--- src/rtl/round_scorer.sv ---
// round_scorer: runs one timed round and counts sequence matches for two
// players. Stop rises when the round timer expires or either count reaches 15.
// Optional feature macro ROUND_SCORER_MATCH_EDGE_EN: when defined, MatchA and
// MatchB count only on 0->1 transitions instead of once per high cycle.
module round_scorer #(
  parameter int unsigned TICK_DIV   = 50000000,
  parameter int unsigned ROUND_SECS = 30
) (
  input  logic       Clk,
  input  logic       Rst,
  input  logic       Start,
  input  logic       MatchA,
  input  logic       MatchB,
  output logic [3:0] CounterA_out,
  output logic [3:0] CounterB_out,
  output logic       Stop,
  output logic       StopByCount,
  output logic [7:0] TimeLeft,
  output logic       Busy
);

  localparam int unsigned PW = $clog2(TICK_DIV);
  localparam logic [PW-1:0] PRE_LAST   = PW'(TICK_DIV - 1);
  localparam logic [7:0]    ROUND_INIT = 8'(ROUND_SECS);
  localparam logic [3:0]    CNT_MAX    = 4'hF;

  typedef enum logic [1:0] {IDLE, RUN, DONE} state_t;

  state_t        state;
  logic [PW-1:0] prescaler;
  logic          hit_a;
  logic          hit_b;
  logic [3:0]    next_a;
  logic [3:0]    next_b;
  logic          tick;
  logic          sat;
  logic          last_tick;

`ifdef ROUND_SCORER_MATCH_EDGE_EN
  logic match_a_q;
  logic match_b_q;

  // Previous match levels; always tracking so a level held across Start never counts.
  always_ff @(posedge Clk or negedge Rst) begin
    if (!Rst) begin
      match_a_q <= 1'b0;
      match_b_q <= 1'b0;
    end else begin
      match_a_q <= MatchA;
      match_b_q <= MatchB;
    end
  end

  // A match is a rising edge of the checker output.
  always_comb begin
    hit_a = MatchA & ~match_a_q;
    hit_b = MatchB & ~match_b_q;
  end
`else
  // A match is every cycle the checker output is high.
  always_comb begin
    hit_a = MatchA;
    hit_b = MatchB;
  end
`endif

  // Saturating next counts plus the two round-ending conditions.
  always_comb begin
    next_a    = CounterA_out;
    next_b    = CounterB_out;
    if (hit_a && (CounterA_out != CNT_MAX)) next_a = CounterA_out + 4'd1;
    if (hit_b && (CounterB_out != CNT_MAX)) next_b = CounterB_out + 4'd1;
    sat       = (next_a == CNT_MAX) || (next_b == CNT_MAX);
    tick      = (prescaler == PRE_LAST);
    last_tick = tick && (TimeLeft == 8'd1);
  end

  // Round FSM with registered outputs; count saturation wins over timer expiry.
  always_ff @(posedge Clk or negedge Rst) begin
    if (!Rst) begin
      state        <= IDLE;
      prescaler    <= '0;
      CounterA_out <= 4'd0;
      CounterB_out <= 4'd0;
      Stop         <= 1'b0;
      StopByCount  <= 1'b0;
      TimeLeft     <= 8'd0;
      Busy         <= 1'b0;
    end else begin
      case (state)
        IDLE, DONE: begin
          if (Start) begin
            state        <= RUN;
            prescaler    <= '0;
            CounterA_out <= 4'd0;
            CounterB_out <= 4'd0;
            Stop         <= 1'b0;
            StopByCount  <= 1'b0;
            TimeLeft     <= ROUND_INIT;
            Busy         <= 1'b1;
          end
        end
        RUN: begin
          CounterA_out <= next_a;
          CounterB_out <= next_b;
          if (tick) begin
            prescaler <= '0;
            TimeLeft  <= TimeLeft - 8'd1;
          end else begin
            prescaler <= prescaler + PW'(1);
          end
          if (sat) begin
            state       <= DONE;
            Stop        <= 1'b1;
            StopByCount <= 1'b1;
            Busy        <= 1'b0;
          end else if (last_tick) begin
            state       <= DONE;
            Stop        <= 1'b1;
            StopByCount <= 1'b0;
            Busy        <= 1'b0;
          end
        end
        default: state <= IDLE;
      endcase
    end
  end

endmodule

--- config.mk ---
export PLATFORM = sky130hd
export DESIGN_NAME = round_scorer
export DESIGN_NICKNAME = d
export VERILOG_FILES = /design/src/rtl/round_scorer.sv
export SDC_FILE = /design/constraint.sdc
export NUM_CORES = 1
export LEC_CHECK = 0
export ABC_AREA = 1
export CAP_MARGIN = 10
export CORE_MARGIN = 4
export CORE_UTILIZATION = 45
export DETAILED_ROUTE_END_ITERATION = 12
export PLACE_DENSITY = 0.72
export SLEW_MARGIN = 10
export SYNTH_ARGS = -nofsm -noshare
export SYNTH_HDL_FRONTEND = slang
export SYNTH_SLANG_ARGS = --single-unit
--- constraint.sdc ---
create_clock -name Clk -period 2.3 [get_ports Clk]
set_clock_uncertainty 0.1 [all_clocks]
set_input_delay 0.46 -clock Clk [delete_from_list [all_inputs] [get_ports Clk]]
set_output_delay 0.46 -clock Clk [all_outputs]
set_load 0.02 [all_outputs]
**Yosys cells after proc, flatten, opt, wreduce, memory -nomap -nowiden**

Index checks and enable logic that the tools add are counted.

- Bits in registers: 47
- Bits in latches: 0
- Memory bits (writable): 0
- Bits in read-only memories: 0
- Output and inout bits: 19
- Word-level logic and storage cells: 59
- Memories kept: 0

- Add/sub/neg operators: 4
- Multipliers: 0
- Divide/modulo/power cells: 0
- Order comparisons: 0
- Eq/ne operators: 11
- Shift-type cells: 0
- Muxes and demuxes: 25
- Bitwise gates (word level): 0
- Reduce and logical (&&, ||, !) cells: 11

Operators by type and width:

| kind | number |
|---|---|
| $mux W26 | 2 |
| $pmux W26 S2 | 1 |
| $add A26 B1 Y26 const B | 1 |
| $eq A26 B26 Y1 const B | 1 |
| $mux W8 | 2 |
| $pmux W4 S2 | 2 |
| $pmux W8 S2 | 1 |
| $mux W4 | 3 |
| $add A4 B1 Y4 const B | 2 |
| $eq A4 B4 Y1 const B | 2 |
| $eq A8 B1 Y1 const B | 1 |
| $ne A4 B4 Y1 const B | 2 |
| $sub A8 B1 Y8 const B | 1 |
| $mux W1 | 7 |
| $mux W2 | 3 |
| $pmux W1 S2 | 3 |
| $reduce_and A3 Y1 | 2 |
| $ne A2 B2 Y1 const B | 2 |
| $pmux W2 S2 | 1 |
| $reduce_and A2 Y1 | 2 |
| $logic_and A1 B1 Y1 | 3 |
| $ne A3 B3 Y1 const B | 1 |
| $eq A2 B1 Y1 const B | 1 |
| $eq A2 B2 Y1 const B | 1 |
| 4 further kinds | 4 |

**Longest topological paths before layout**

- Word-level depth: 7
- Depth in mapped cells: 12
- Mapped depth without buffers: 12

**Worst setup path before layout**

Ideal clock, no wire load.

- Path kind: register to register
- From: reg CounterA_out[0]
- To: reg Busy
- Arrival time: 1.534 ns
- Path slack: 0.539 ns
- Cell stages (with the launch flop): 11
- Buffers on the path: 0
- Path through: dfrtp_1 > ha_1 > nand3_1 > nand2_1 > inv_1 > a21oi_1 > nand3_1 > nand3_1 > nand2_1 > nand2_1 > nand2_1

- Longest elaborated chain between the ends: 7

RTL lines:

| item | RTL line | source |
|---|---|---|
| from (decl) | 14 | `output logic [3:0] CounterA_out,` |
| from (signal assigned) | 104 | `CounterA_out <= next_a;` |
| parallel branches: the longest is 2 deep, another holds $add A4 B1 Y4 | n/a |  |
| $mux W4 (*) | 71 | `if (hit_a && (CounterA_out != CNT_MAX)) next_a = CounterA_out + 4'd1;` |
| $eq A4 B4 Y1 (*) | 73 | `sat = (next_a == CNT_MAX) \|\| (next_b == CNT_MAX);` |
| $logic_or A1 B1 Y1 (*) | 73 |  |
| $ne A3 B3 Y1 (no line) or $mux W1 (tied branches) | n/a |  |
| $reduce_and A3 Y1 (no line) or $pmux W1 S2 (tied branches) | n/a |  |
| to (signal assigned) | 88 | `Busy <= 1'b0;` |
| to (signal assigned) | 100 | `Busy <= 1'b1;` |
| to (signal assigned) | 116 | `Busy <= 1'b0;` |
| to (decl) | 19 | `output logic Busy` |

Every way passes the cells marked *.
A chain may end at the register's enable or synchronous reset.

**Worst setup path in the final report**

- From: reg prescaler[0]
- To: reg TimeLeft[2]

- Longest elaborated chain between the ends: 3

RTL lines:

| item | RTL line | source |
|---|---|---|
| from (decl) | 30 | `logic [PW-1:0] prescaler;` |
| from (signal assigned) | 110 | `prescaler <= prescaler + PW'(1);` |
| $eq A26 B26 Y1 | 74 | `tick = (prescaler == PRE_LAST);` |
| $ne A2 B2 Y1 (no line) | n/a |  |
| $reduce_and A3 Y1 (no line) | n/a |  |
| to (signal assigned) | 108 | `TimeLeft <= TimeLeft - 8'd1;` |
| to (decl) | 18 | `output logic [7:0] TimeLeft,` |

Every way passes these cells.

==> reports/results.md <==
### Run status
* **run status** finished, final reports clean

### Clocking
* **htree depth** 2
* **maximum number of buffers from clock root to sink** 2
* **Worst-Skew Late Latency** 0.30 ns
* **sink count of the clock tree** 47
* **number of buffers created by CTS** 5
* **Root Driver** sky130_fd_sc_hd__clkbuf_8
* **number of hold buffers added after CTS** 0
* **Resized cells post-CTS** 0
* **CTS tree** yes
* **clock transition time at the flip-flop clock pins of the worst setup and hold paths** 0.09 ns
* **Post CTS Setup Buffer Count** 0

### Flow run
* **max-capacitance violation count** 0

### Layout
* **# fillers** 596
* **area overhead of the layout relative to synthesis** 14.98%
* **non-filler cells in the finished layout** 487
* **share of layout cells above drive strength 1** 12.62%
* **post-route cell area** 3332 µm²
* **antenna cell count** 0
* **number of nets in the finished design** 421

### Timing
* **total negative slack for setup checks** 0 ns
* **Max-slew headroom** 63.71%
* **unrepaired setup endpoints after global routing** false
* **Hold Vio Cnt, Final** 0
* **part of the cycle the worst path needs** 85.04%
* **Worst-Margin Slew** 0.5443 ns
* **final setup fails** 0
* **final critical path time including I/O delays and setup** 1.956 ns
* **Achievable Freq** 511.2 MHz
* **final count of pins violating max slew** 0

### Drt
* **final wirelength** 6331 µm
* **Post-route DRC** 0
* **routed len/inst** 13.00 µm
* **vias per cell** 5.216
* **vias** 2540
* **first-pass iteration count of the detailed router** 4
* **count of nets left with antenna violations after detail routing** 0
* **DRT iter0 DRCs** 160

### Floorplanning
* **FP Rows** 28
* **overall die width** 88.25 µm
* **boundary pin count** 24
* **initial core utilization** 47.54%
* **Core Area** 6096 µm²
* **DIE HEIGHT** 88.25 µm
* **Die Area** 7787 µm²

### Setup path
* **critical path cell sequence** ha_1, nand2_2, nor2_4, nand2_1, nor2_2, nand2_2, nand2_4, nand2_4, inv_4, nand2_1, nand2_1, nand3_1
* **internal reg-to-reg setup slack** 0.34 ns
* **Crit-path slowest cell** sky130_fd_sc_hd__dfrtp_1
* **CP most frequent cell** sky130_fd_sc_hd__nand2_1
* **Crit path required time** 2.39 ns
* **kind of cell adding the most delay to the critical path** simple AND/OR/NAND/NOR gates
* **highest net fanout along the worst path** 19
* **crit start category** flop
* **Critical Path Max Stage Delay** 0.38 ns
* **type of the worst setup path** reg -> reg
* **arrival time worst endpoint** 2.05 ns
* **worst path bufs/invs** 1
* **kind of end point of the critical path** flop

### Logic synthesis
* **post-synth cell types** 38
* **cell area after synthesis** 2898 µm²
* **Synth warnings** 0
* **commonest cells in the netlist** sky130_fd_sc_hd__nand2_1 (98), sky130_fd_sc_hd__dfrtp_1 (47), sky130_fd_sc_hd__inv_1 (45)
* **FF+latch count, synth** 47
* **number of enable flip-flop cells after synthesis** 0
* **most instantiated library cell after synthesis** sky130_fd_sc_hd__nand2_1
* **number of nets in the synthesized netlist** 390
* **Post-Syn Instances** 380
* **most instantiated flip-flop cell in the synthesis netlist** sky130_fd_sc_hd__dfrtp_1
* **portion of the post-synthesis area used by sequential elements** 40.59%
* **cell types occupying the most area after synthesis** sky130_fd_sc_hd__dfrtp_1 (41%), sky130_fd_sc_hd__nand2_1 (13%), sky130_fd_sc_hd__nand3_1 (5.9%)
* **share of the synthesized area in the top cell type** 40.59%
* **Synth area leader** sky130_fd_sc_hd__dfrtp_1
* **Mapped Avg Cell Area** 7.626 µm²
* **async set-or-reset flop fraction in the synthesized netlist** 100.0%

### Global routing
* **Remaining Overflow, GRT** 0
* **pin count of the biggest net entering global routing** 26
* **number of antenna violations at the first check in global routing** 0
* **number of global-route vias before repair** 2426
* **wire length of the first global-routing pass** 11290 µm
* **total global-route track usage** 18.30%

### Place
* **standard cell area after detailed placement** 3237 µm²
* **Final Wtd Congestion** 0.8866
* **IO buf count** 23
* **DP Wirelength** 4792 µm
* **dpl cells** 479

### Hold path
* **classification of the worst-slack hold path** in -> async

### Power
* **areal power density over the cells** 1070 nW/µm²
* **worst supply voltage drop on vdd** 0.0007756 V
* **leakage power summed over all cells** 1.555 nW
* **Total Power Consumption** 3.564 mW

[cell families after synthesis]
logic type,count (synthesis),share of synthesized area [%]
compound gates,40,8.506
xor+xnor,11,3.325
fa+ha+maj,5,2.159
buf+inv,61,9.067
flops,47,40.59
simple gates,216,36.36
[placed cells by master (no fill, tap or decap), types with 4 or more instances in the layout]
cell | Yosys | final
sky130_fd_sc_hd__a21oi_1 | 7 | 7
sky130_fd_sc_hd__buf_4 | 0 | 7
sky130_fd_sc_hd__clkbuf_8 | 0 | 6
sky130_fd_sc_hd__clkdlybuf4s50_1 | 0 | 22
sky130_fd_sc_hd__dfrtp_1 | 47 | 47
sky130_fd_sc_hd__ha_1 | 5 | 5
sky130_fd_sc_hd__inv_1 | 45 | 45
sky130_fd_sc_hd__inv_2 | 5 | 5
sky130_fd_sc_hd__nand2_1 | 98 | 98
sky130_fd_sc_hd__nand2_2 | 6 | 6
sky130_fd_sc_hd__nand3_1 | 34 | 34
sky130_fd_sc_hd__nand4_1 | 12 | 12
sky130_fd_sc_hd__nor2_1 | 31 | 31
sky130_fd_sc_hd__nor2_2 | 4 | 4
sky130_fd_sc_hd__nor3_1 | 11 | 11
sky130_fd_sc_hd__nor3_2 | 4 | 4
sky130_fd_sc_hd__o21ai_0 | 16 | 16
sky130_fd_sc_hd__o22ai_1 | 7 | 7
sky130_fd_sc_hd__xor2_1 | 11 | 11
[layer usage]
layer	wire length, µm	vias up	track usage [%]
met4	83	0	5.082
met3	285	8	4.097
met5	0	-	0
met2	2805	55	28.28
met1	3155	1181	25.97
li1	-	1296	-
[state kept, by name, summed over array words and instances, names as in the netlist]
signal	cells
prescaler	26
TimeLeft	8
CounterA_out	4
CounterB_out	4
state	2
Busy	1
Stop	1
StopByCount	1
[layout make-up]
class                   count  area [µm²]  area share, %
well taps                  75       93.84          2.816
clock buffers               7       86.33          2.591
multi-input cells         272        1459          43.79
inverters                  54       210.2          6.309
repair buffers             31       297.8          8.937
clock inverters             1       8.758         0.2629
flip-flops and latches     47        1176          35.30
[path summary, 6_finish.rpt]
kind,to,cells past startpoint,start
min in group Clk,StopByCount$_DFFE_PN0P_,2,StopByCount$_DFFE_PN0P_
max in group asynchronous,prescaler[22]$_DFFE_PN0P_,2,Rst
max reg2reg,TimeLeft[2]$_DFFE_PN0P_,12,prescaler[0]$_DFFE_PN0P_
min reg2reg,StopByCount$_DFFE_PN0P_,2,StopByCount$_DFFE_PN0P_
min,prescaler[1]$_DFFE_PN0P_,1,Rst
max,TimeLeft[2]$_DFFE_PN0P_,12,prescaler[0]$_DFFE_PN0P_
[report_power, final]
| group | total, mW | switching, mW | internal [mW] |
|---|---|---|---|
| Combinational | 1.73 | 1.06 | 0.669 |
| Sequential | 1.31 | 0.241 | 1.06 |
| Clock | 0.526 | 0.280 | 0.247 |
| Total | 3.56 | 1.58 | 1.98 |
[per-stage QoR]
stage	setup slack, ns	hold WS, ns	util, %
2_1_floorplan	0.5392	0.06441	-
3_3_place_gp	0.2497	0.3542	53.10
3_5_place_dp	0.2439	0.3741	53.10
4_1_cts	0.3270	0.04699	54.66
5_1_grt	0.2114	0.05203	54.66
6_report	0.3440	0.03330	54.66
Note: power is estimated with default switching activity, not from simulation.
